**src/rtl/uart_rx_pkg.sv**
```systemverilog
// uart_rx_pkg: shared constants and the receiver FSM state type for uart_rx_fifo.
//   OVERSAMPLE : oversample ticks per bit time
//   MID_SAMPLE : ticks from the start edge to the middle of the start bit
//   DATA_BITS  : payload bits per frame
//   rx_state_t : receiver FSM states. The PARITY state exists only when
//                UART_RX_PARITY_EN is defined.
package uart_rx_pkg;

    localparam int OVERSAMPLE = 16;
    localparam int MID_SAMPLE = 8;
    localparam int DATA_BITS  = 8;

    typedef enum logic [2:0] {
        IDLE   = 3'd0,
        START  = 3'd1,
        DATA   = 3'd2,
`ifdef UART_RX_PARITY_EN
        PARITY = 3'd4,
`endif
        STOP   = 3'd3
    } rx_state_t;

endpackage

```
**src/rtl/sync_fifo.sv**
```systemverilog
// sync_fifo: single-clock first-word-fall-through FIFO.
// The head entry is presented on rd_data whenever the FIFO is not empty.
// rd_data reads as zero while empty.
// A write while full is accepted only when a pop happens in the same cycle.
// Ports:
//   clk, rst_n  : clock, asynchronous active-low reset
//   wr_en       : write request
//   wr_data     : data to write
//   rd_en       : pop the head entry; ignored while empty
//   rd_data     : head entry
//   count       : occupancy, 0..DEPTH
//   full, empty : occupancy flags
// DEPTH must be a power of two and at least 2.
module sync_fifo #(
    parameter int WIDTH = 8,
    parameter int DEPTH = 16
) (
    input  logic                   clk,
    input  logic                   rst_n,
    input  logic                   wr_en,
    input  logic [WIDTH-1:0]       wr_data,
    input  logic                   rd_en,
    output logic [WIDTH-1:0]       rd_data,
    output logic [$clog2(DEPTH):0] count,
    output logic                   full,
    output logic                   empty
);

    localparam int AW = $clog2(DEPTH);

    logic [WIDTH-1:0] mem [DEPTH];
    logic [AW-1:0]    wptr;
    logic [AW-1:0]    rptr;
    logic             do_push;
    logic             do_pop;

    assign empty   = (count == '0);
    // DEPTH is a power of two, so the count MSB is set only at DEPTH.
    assign full    = count[AW];
    assign do_pop  = rd_en & ~empty;
    assign do_push = wr_en & (~full | do_pop);
    assign rd_data = empty ? '0 : mem[rptr];

    always_ff @(posedge clk or negedge rst_n) begin
        if (!rst_n) begin
            wptr  <= '0;
            rptr  <= '0;
            count <= '0;
        end else begin
            if (do_push) wptr <= wptr + 1'b1;
            if (do_pop)  rptr <= rptr + 1'b1;
            case ({do_push, do_pop})
                2'b10:   count <= count + 1'b1;
                2'b01:   count <= count - 1'b1;
                default: count <= count;
            endcase
        end
    end

    always_ff @(posedge clk) begin
        if (do_push) mem[wptr] <= wr_data;
    end

endmodule

```
**src/rtl/uart_rx_fifo.sv**
```systemverilog
// uart_rx_fifo: 8N1 UART receiver with 16x oversampling and a
// first-word-fall-through receive FIFO.
// Optional macro UART_RX_PARITY_EN adds the following:
//   - a parity bit after the data bits;
//   - the parity_odd input and the parity_err output.
// Ports:
//   clk, rst_n   : clock, asynchronous active-low reset
//   baud_div     : clk cycles per oversample tick (0 behaves as 1)
//   rxd          : asynchronous serial input, idle high
//   rd_en        : pop the FIFO head
//   rd_data      : FIFO head byte (zero while empty)
//   rx_valid     : FIFO not empty
//   fifo_count   : FIFO occupancy
//   frame_err    : sticky, stop bit sampled low
//   overrun_err  : sticky, byte arrived while FIFO full
//   err_clr      : clear sticky error flags (a same-cycle set wins)
//   parity_odd   : [UART_RX_PARITY_EN] 1 = odd parity, 0 = even parity
//   parity_err   : [UART_RX_PARITY_EN] sticky, parity mismatch
//   irq          : rx_valid or any sticky error
module uart_rx_fifo
    import uart_rx_pkg::*;
#(
    parameter int FIFO_DEPTH = 16,
    parameter int DIV_W      = 16
) (
    input  logic                        clk,
    input  logic                        rst_n,
    input  logic [DIV_W-1:0]            baud_div,
    input  logic                        rxd,
    input  logic                        rd_en,
    output logic [7:0]                  rd_data,
    output logic                        rx_valid,
    output logic [$clog2(FIFO_DEPTH):0] fifo_count,
    output logic                        frame_err,
    output logic                        overrun_err,
    input  logic                        err_clr,
`ifdef UART_RX_PARITY_EN
    input  logic                        parity_odd,
    output logic                        parity_err,
`endif
    output logic                        irq
);

    localparam logic [3:0]       MID_LAST = 4'(MID_SAMPLE - 1);
    localparam logic [3:0]       BIT_LAST = 4'(OVERSAMPLE - 1);
    localparam logic [2:0]       IDX_LAST = 3'(DATA_BITS - 1);
    localparam logic [DIV_W-1:0] DIV_ONE  = DIV_W'(1);

    logic             rxd_meta, rxd_s, rxd_prev, fall;
    logic [DIV_W-1:0] div_cnt, div_max;
    logic             tick;
    rx_state_t        state, state_n;
    logic [3:0]       tcnt, tcnt_n;
    logic [2:0]       bidx, bidx_n;
    logic [7:0]       shreg, shreg_n;
    logic             brk, brk_n;
    logic             start_edge, push, frame_set, overrun_set;
    logic             fifo_full, fifo_empty;
`ifdef UART_RX_PARITY_EN
    logic             par_bad, par_bad_n, parity_set;
`endif

    // Input synchronizer: flops reset to the idle level so that reset does not fake a start edge.
    always_ff @(posedge clk or negedge rst_n) begin
        if (!rst_n) begin
            rxd_meta <= 1'b1;
            rxd_s    <= 1'b1;
            rxd_prev <= 1'b1;
        end else begin
            rxd_meta <= rxd;
            rxd_s    <= rxd_meta;
            rxd_prev <= rxd_s;
        end
    end
    assign fall = rxd_prev & ~rxd_s;

    // Oversample tick generator. The >= compare lets a smaller divisor take
    // effect at the next wrap instead of running the counter past it.
    assign div_max = (baud_div == '0) ? DIV_ONE : baud_div;
    assign tick    = (div_cnt >= div_max - DIV_ONE);

    always_ff @(posedge clk or negedge rst_n) begin
        if (!rst_n)                  div_cnt <= '0;
        else if (start_edge || tick) div_cnt <= '0;
        else                         div_cnt <= div_cnt + DIV_ONE;
    end

    // Receiver FSM: state register
    always_ff @(posedge clk or negedge rst_n) begin
        if (!rst_n) begin
            state <= IDLE;
            tcnt  <= '0;
            bidx  <= '0;
            brk   <= 1'b0;
`ifdef UART_RX_PARITY_EN
            par_bad <= 1'b0;
`endif
        end else begin
            state <= state_n;
            tcnt  <= tcnt_n;
            bidx  <= bidx_n;
            brk   <= brk_n;
`ifdef UART_RX_PARITY_EN
            par_bad <= par_bad_n;
`endif
        end
    end

    always_ff @(posedge clk) begin
        shreg <= shreg_n;
    end

    // Receiver FSM: next state and per-cycle events
    always_comb begin
        state_n    = state;
        tcnt_n     = tcnt;
        bidx_n     = bidx;
        shreg_n    = shreg;
        brk_n      = brk;
        start_edge = 1'b0;
        push       = 1'b0;
        frame_set  = 1'b0;
`ifdef UART_RX_PARITY_EN
        par_bad_n  = par_bad;
        parity_set = 1'b0;
`endif
        case (state)
            IDLE: begin
                if (fall) begin
                    start_edge = 1'b1;
                    tcnt_n     = '0;
                    state_n    = START;
                end
            end
            START: begin
                if (tick) begin
                    if (tcnt == MID_LAST) begin
                        tcnt_n = '0;
                        if (!rxd_s) begin
                            bidx_n  = '0;
                            state_n = DATA;
`ifdef UART_RX_PARITY_EN
                            par_bad_n = 1'b0;
`endif
                        end else begin
                            // Start bit not low at mid-bit: treat it as a glitch.
                            state_n = IDLE;
                        end
                    end else begin
                        tcnt_n = tcnt + 1'b1;
                    end
                end
            end
            DATA: begin
                if (tick) begin
                    if (tcnt == BIT_LAST) begin
                        tcnt_n  = '0;
                        shreg_n = {rxd_s, shreg[7:1]};
                        if (bidx == IDX_LAST) begin
`ifdef UART_RX_PARITY_EN
                            state_n = PARITY;
`else
                            state_n = STOP;
`endif
                        end else begin
                            bidx_n = bidx + 1'b1;
                        end
                    end else begin
                        tcnt_n = tcnt + 1'b1;
                    end
                end
            end
`ifdef UART_RX_PARITY_EN
            PARITY: begin
                if (tick) begin
                    if (tcnt == BIT_LAST) begin
                        tcnt_n     = '0;
                        par_bad_n  = ((^shreg) ^ rxd_s) != parity_odd;
                        parity_set = par_bad_n;
                        state_n    = STOP;
                    end else begin
                        tcnt_n = tcnt + 1'b1;
                    end
                end
            end
`endif
            STOP: begin
                if (brk) begin
                    // Framing error: hold here until the line returns high.
                    if (rxd_s) begin
                        brk_n   = 1'b0;
                        state_n = IDLE;
                    end
                end else if (tick) begin
                    if (tcnt == BIT_LAST) begin
                        tcnt_n = '0;
                        if (rxd_s) begin
`ifdef UART_RX_PARITY_EN
                            push = ~par_bad;
`else
                            push = 1'b1;
`endif
                            state_n = IDLE;
                        end else begin
                            frame_set = 1'b1;
                            brk_n     = 1'b1;
                        end
                    end else begin
                        tcnt_n = tcnt + 1'b1;
                    end
                end
            end
            default: state_n = IDLE;
        endcase
    end

    sync_fifo #(
        .WIDTH (8),
        .DEPTH (FIFO_DEPTH)
    ) u_fifo (
        .clk     (clk),
        .rst_n   (rst_n),
        .wr_en   (push),
        .wr_data (shreg),
        .rd_en   (rd_en),
        .rd_data (rd_data),
        .count   (fifo_count),
        .full    (fifo_full),
        .empty   (fifo_empty)
    );

    assign rx_valid = ~fifo_empty;

    // A same-cycle pop makes room, so only a push into a full FIFO without a pop is an overrun.
    assign overrun_set = push & fifo_full & ~rd_en;

    // Sticky error flags: set wins over err_clr
    always_ff @(posedge clk or negedge rst_n) begin
        if (!rst_n) begin
            frame_err   <= 1'b0;
            overrun_err <= 1'b0;
`ifdef UART_RX_PARITY_EN
            parity_err  <= 1'b0;
`endif
        end else begin
            frame_err   <= frame_set   | (frame_err   & ~err_clr);
            overrun_err <= overrun_set | (overrun_err & ~err_clr);
`ifdef UART_RX_PARITY_EN
            parity_err  <= parity_set  | (parity_err  & ~err_clr);
`endif
        end
    end

`ifdef UART_RX_PARITY_EN
    assign irq = rx_valid | frame_err | overrun_err | parity_err;
`else
    assign irq = rx_valid | frame_err | overrun_err;
`endif

endmodule

```
**config.mk**
```make
export PLATFORM = sky130hd
export DESIGN_NAME = uart_rx_fifo
export DESIGN_NICKNAME = d
export VERILOG_FILES = /design/src/rtl/uart_rx_pkg.sv /design/src/rtl/sync_fifo.sv /design/src/rtl/uart_rx_fifo.sv
export SDC_FILE = /design/constraint.sdc
export NUM_CORES = 1
export LEC_CHECK = 0
export ABC_CLOCK_PERIOD_IN_PS = 10300
export BUFFER_PORTS_ARGS = -buffer_cell sky130_fd_sc_hd__buf_4
export CORE_UTILIZATION = 64
export DETAILED_ROUTE_END_ITERATION = 10
export HOLD_SLACK_MARGIN = 0.12
export PLACE_DENSITY_LB_ADDON = 0.05
export SLEW_MARGIN = 10
export SYNTH_ARGS = -nofsm -noshare
export SYNTH_HDL_FRONTEND = slang
export SYNTH_HIERARCHICAL = 1
export SYNTH_SLANG_ARGS = --single-unit
```
**constraint.sdc**
```tcl
create_clock -name clk -period 10.3 [get_ports clk]
set_clock_uncertainty 0.2 [all_clocks]
set_input_delay 2.06 -clock clk [delete_from_list [all_inputs] [get_ports clk]]
set_output_delay 2.06 -clock clk [all_outputs]
set_load 0.01 [all_outputs]
```
==> metrics.csv <==
metric,value,unit
finalSetupTns,0,ns
drive_gt1_share,21.01,%
numCtsBuffers,17,
clock_latency,0.42,ns
ios,38,
powerDensity,235.7,nW/um2
cts.sinks,180,
chipWidth,116.2,um
avgSynthCellArea,14.90,um2
synth_cell_types,68,
end_kind,flop,
layout_min_cycle_time,7.841,ns
place.port_buffers,37,
worstPathMaxFanout,8,
seq_area,5190,um2
crit_path_top_delay_cell,or4_4,
synth_area_leaders,"edfxtp_1, dfrtp_1, mux4_2",
drv_slew,0,
maxCapViolations,0,
drc,0,
antennaDiodeCount,0,
yosysMostFrequentCell,edfxtp_1,
finalHoldViolations,0,
synth-seq-cells,180,
finalWirelength,15780,um
fin_util,73.79,%
place_congestion,0.8688,
row_count,41,
htreeDepth,4,
start_util,65.85,%
clock.fmax,127.5,MHz
grt_max_degree,45,
postCtsHoldBufs,0,
synth_common_cells,"edfxtp_1, dfrtp_1, ha_1",
cts-resized-gates,0,
antenna_found_initial,0,
fill_cells,822,
path_common_cell,ha_1,
setup_viol,0,
die_h,116.2,um
gr-total-overflow,0,
cp-start-kind,primary input,
dp_hpwl,10400,um
async_flop_share,24.44,%
dr.pass1.iters,5,
vias,4865,
grt_util_all_layers,25.68,%
crit_arrival,7.97,ns
synthCells,560,
synth_nets,616,
cts.clk_slew.worst_paths,0.06,ns
synth_edf_count,136,
yosysWarnings,6,
nets,657,
max_stage_delay,0.57,ns
grt_pass1_vias,4741,
vias_per_cell,6.190,
multi_input_area,2927,um2
netlist.area_leader.share,48.94,%
drtIter0Drc,345,
rsz0062_at_grt,false,
die_area,13500,um2
grt_pass1_wl,24980,um
ant_nets,0,
ir_worst_vdd,0.1653,mV
power,2204,uW
synth-main-ff-cell,edfxtp_1,
status,"complete, no violations",
seq_area_frac_synth,62.18,%
coreArea,12670,um2
cellLeakagePower,0.003433,uW
worst_slew_pin_slew,1.010,ns
clk_path_buf_depth,2,
cts_root_buffer,clkbuf_16,
finalCritPeriodShare,76.13,%
setup.worst_path.class,primary input to flop,
hold-worst-slack,0.1557,ns
max-slew-margin-rel,32.67,%
post_cts_buffers,0,
required,10.43,ns
synth_area_leader_cell,edfxtp_1,
wire_per_inst,20.07,um
areaGrowthSynthToFinish,12.06,%
hp-class,flop to flop,
synth_area,8344,um2
cts_tree,done,
==> registers in the layout, indices dropped and copies added, names as in the netlist <==
| register | cells |
|---|---|
| bidx | 3 |
| brk | 1 |
| div_cnt | 16 |
| frame_err | 1 |
| overrun_err | 1 |
| rxd_meta | 1 |
| rxd_prev | 1 |
| rxd_s | 1 |
| shreg | 8 |
| state | 2 |
| tcnt | 4 |
| u_fifo/count | 5 |
| u_fifo/mem | 128 |
| u_fifo/rptr | 4 |
| u_fifo/wptr | 4 |
==> power breakdown <==
part | internal [uW] | switching [uW]
logic | 338 | 309
clock network | 382 | 258
registers | 816 | 100
total | 1540 | 668
==> per-layer routing <==
metal / up-vias / global-route usage, % / part of all wire, % / wire, um
met5: - / 0 / 0 / 0
met4: 0 / 8.291 / 1.6 / 247
met3: 25 / 6.954 / 5.1 / 805
met2: 177 / 43.06 / 52 / 8202
met1: 2435 / 32.81 / 41 / 6521
li1: 2228 / - / - / -
==> layout by cell type, fill, tap and decap left out, types with 6 or more instances in the layout <==
master and n:
nand2_1 25, edfxtp_1 136, xnor2_1 22, clkbuf_16 17, mux2_2 9, and2_1 12
o21ai_1 10, nand3_1 14, nand4_1 9, buf_4 43, a21oi_1 20, inv_1 24
xor2_1 14, nor4_1 6, nor2_1 32, dfrtp_1 40, mux4_2 32, mux2i_1 10
ha_1 35, nor3_1 10
==> cells by family (layout without fill, tap and decap cells) <==
logic type,count (synthesis),after routing,share of synthesized area (%)
flops,180,180,62.18
xor+xnor,36,36,3.779
simple gates,141,141,9.447
mux,52,52,11.23
compound gates,68,68,5.368
fa+ha+maj,35,35,5.248
buf+inv,48,102,2.744
==> cell type report <==
cell class                      count  share of cell area, %
Clock buffer                       20                  4.670
Clock inverter                     12                  1.633
Inverter                           27                  1.137
Multi-Input combinational cell    332                  31.30
Sequential cell                   180                  55.51
Tap cell                          172                  2.302
Timing Repair Buffer               43                  3.452
==> stage by stage <==
stage	instances	area (um2)	setup WS [ns]
3_3_place_gp	754	8761	2.433
5_1_grt	786	9350	1.942
4_1_cts	786	9350	2.551
2_1_floorplan	560	8344	2.894
6_report	786	9350	2.459
3_5_place_dp	754	8761	2.259
==> path summary, 6_finish.rpt <==
check | slack, ns | startpoint | cells after the start | to
worst max-delay path | 2.46 | baud_div[7] | 26 | u_fifo/count[4]$_DFFE_PN0P_
worst min-delay path | 0.16 | rxd_meta$_DFF_PN1_ | 0 | rxd_s$_DFF_PN1_
worst max register to register | 5.72 | div_cnt[0]$_DFF_PN0_ | 16 | u_fifo/count[4]$_DFFE_PN0P_
worst min register to register | 0.16 | rxd_meta$_DFF_PN1_ | 0 | rxd_s$_DFF_PN1_
max in group asynchronous | 8.05 | rst_n | 1 | u_fifo/rptr[1]$_DFFE_PN0P_
min in group asynchronous | 1.42 | rst_n | 1 | div_cnt[0]$_DFF_PN0_
==> worst max-delay path, delay by kind of cell <==
| kind | cells | cell delay (ns) |
|---|---|---|
| simple gates | 10 | 2.32 |
| compound gates | 6 | 1.63 |
| fa+ha+maj | 4 | 1.11 |
| xor+xnor | 3 | 0.45 |
| buf+inv | 3 | 0.40 |
(Power assumes the default switching activity.)
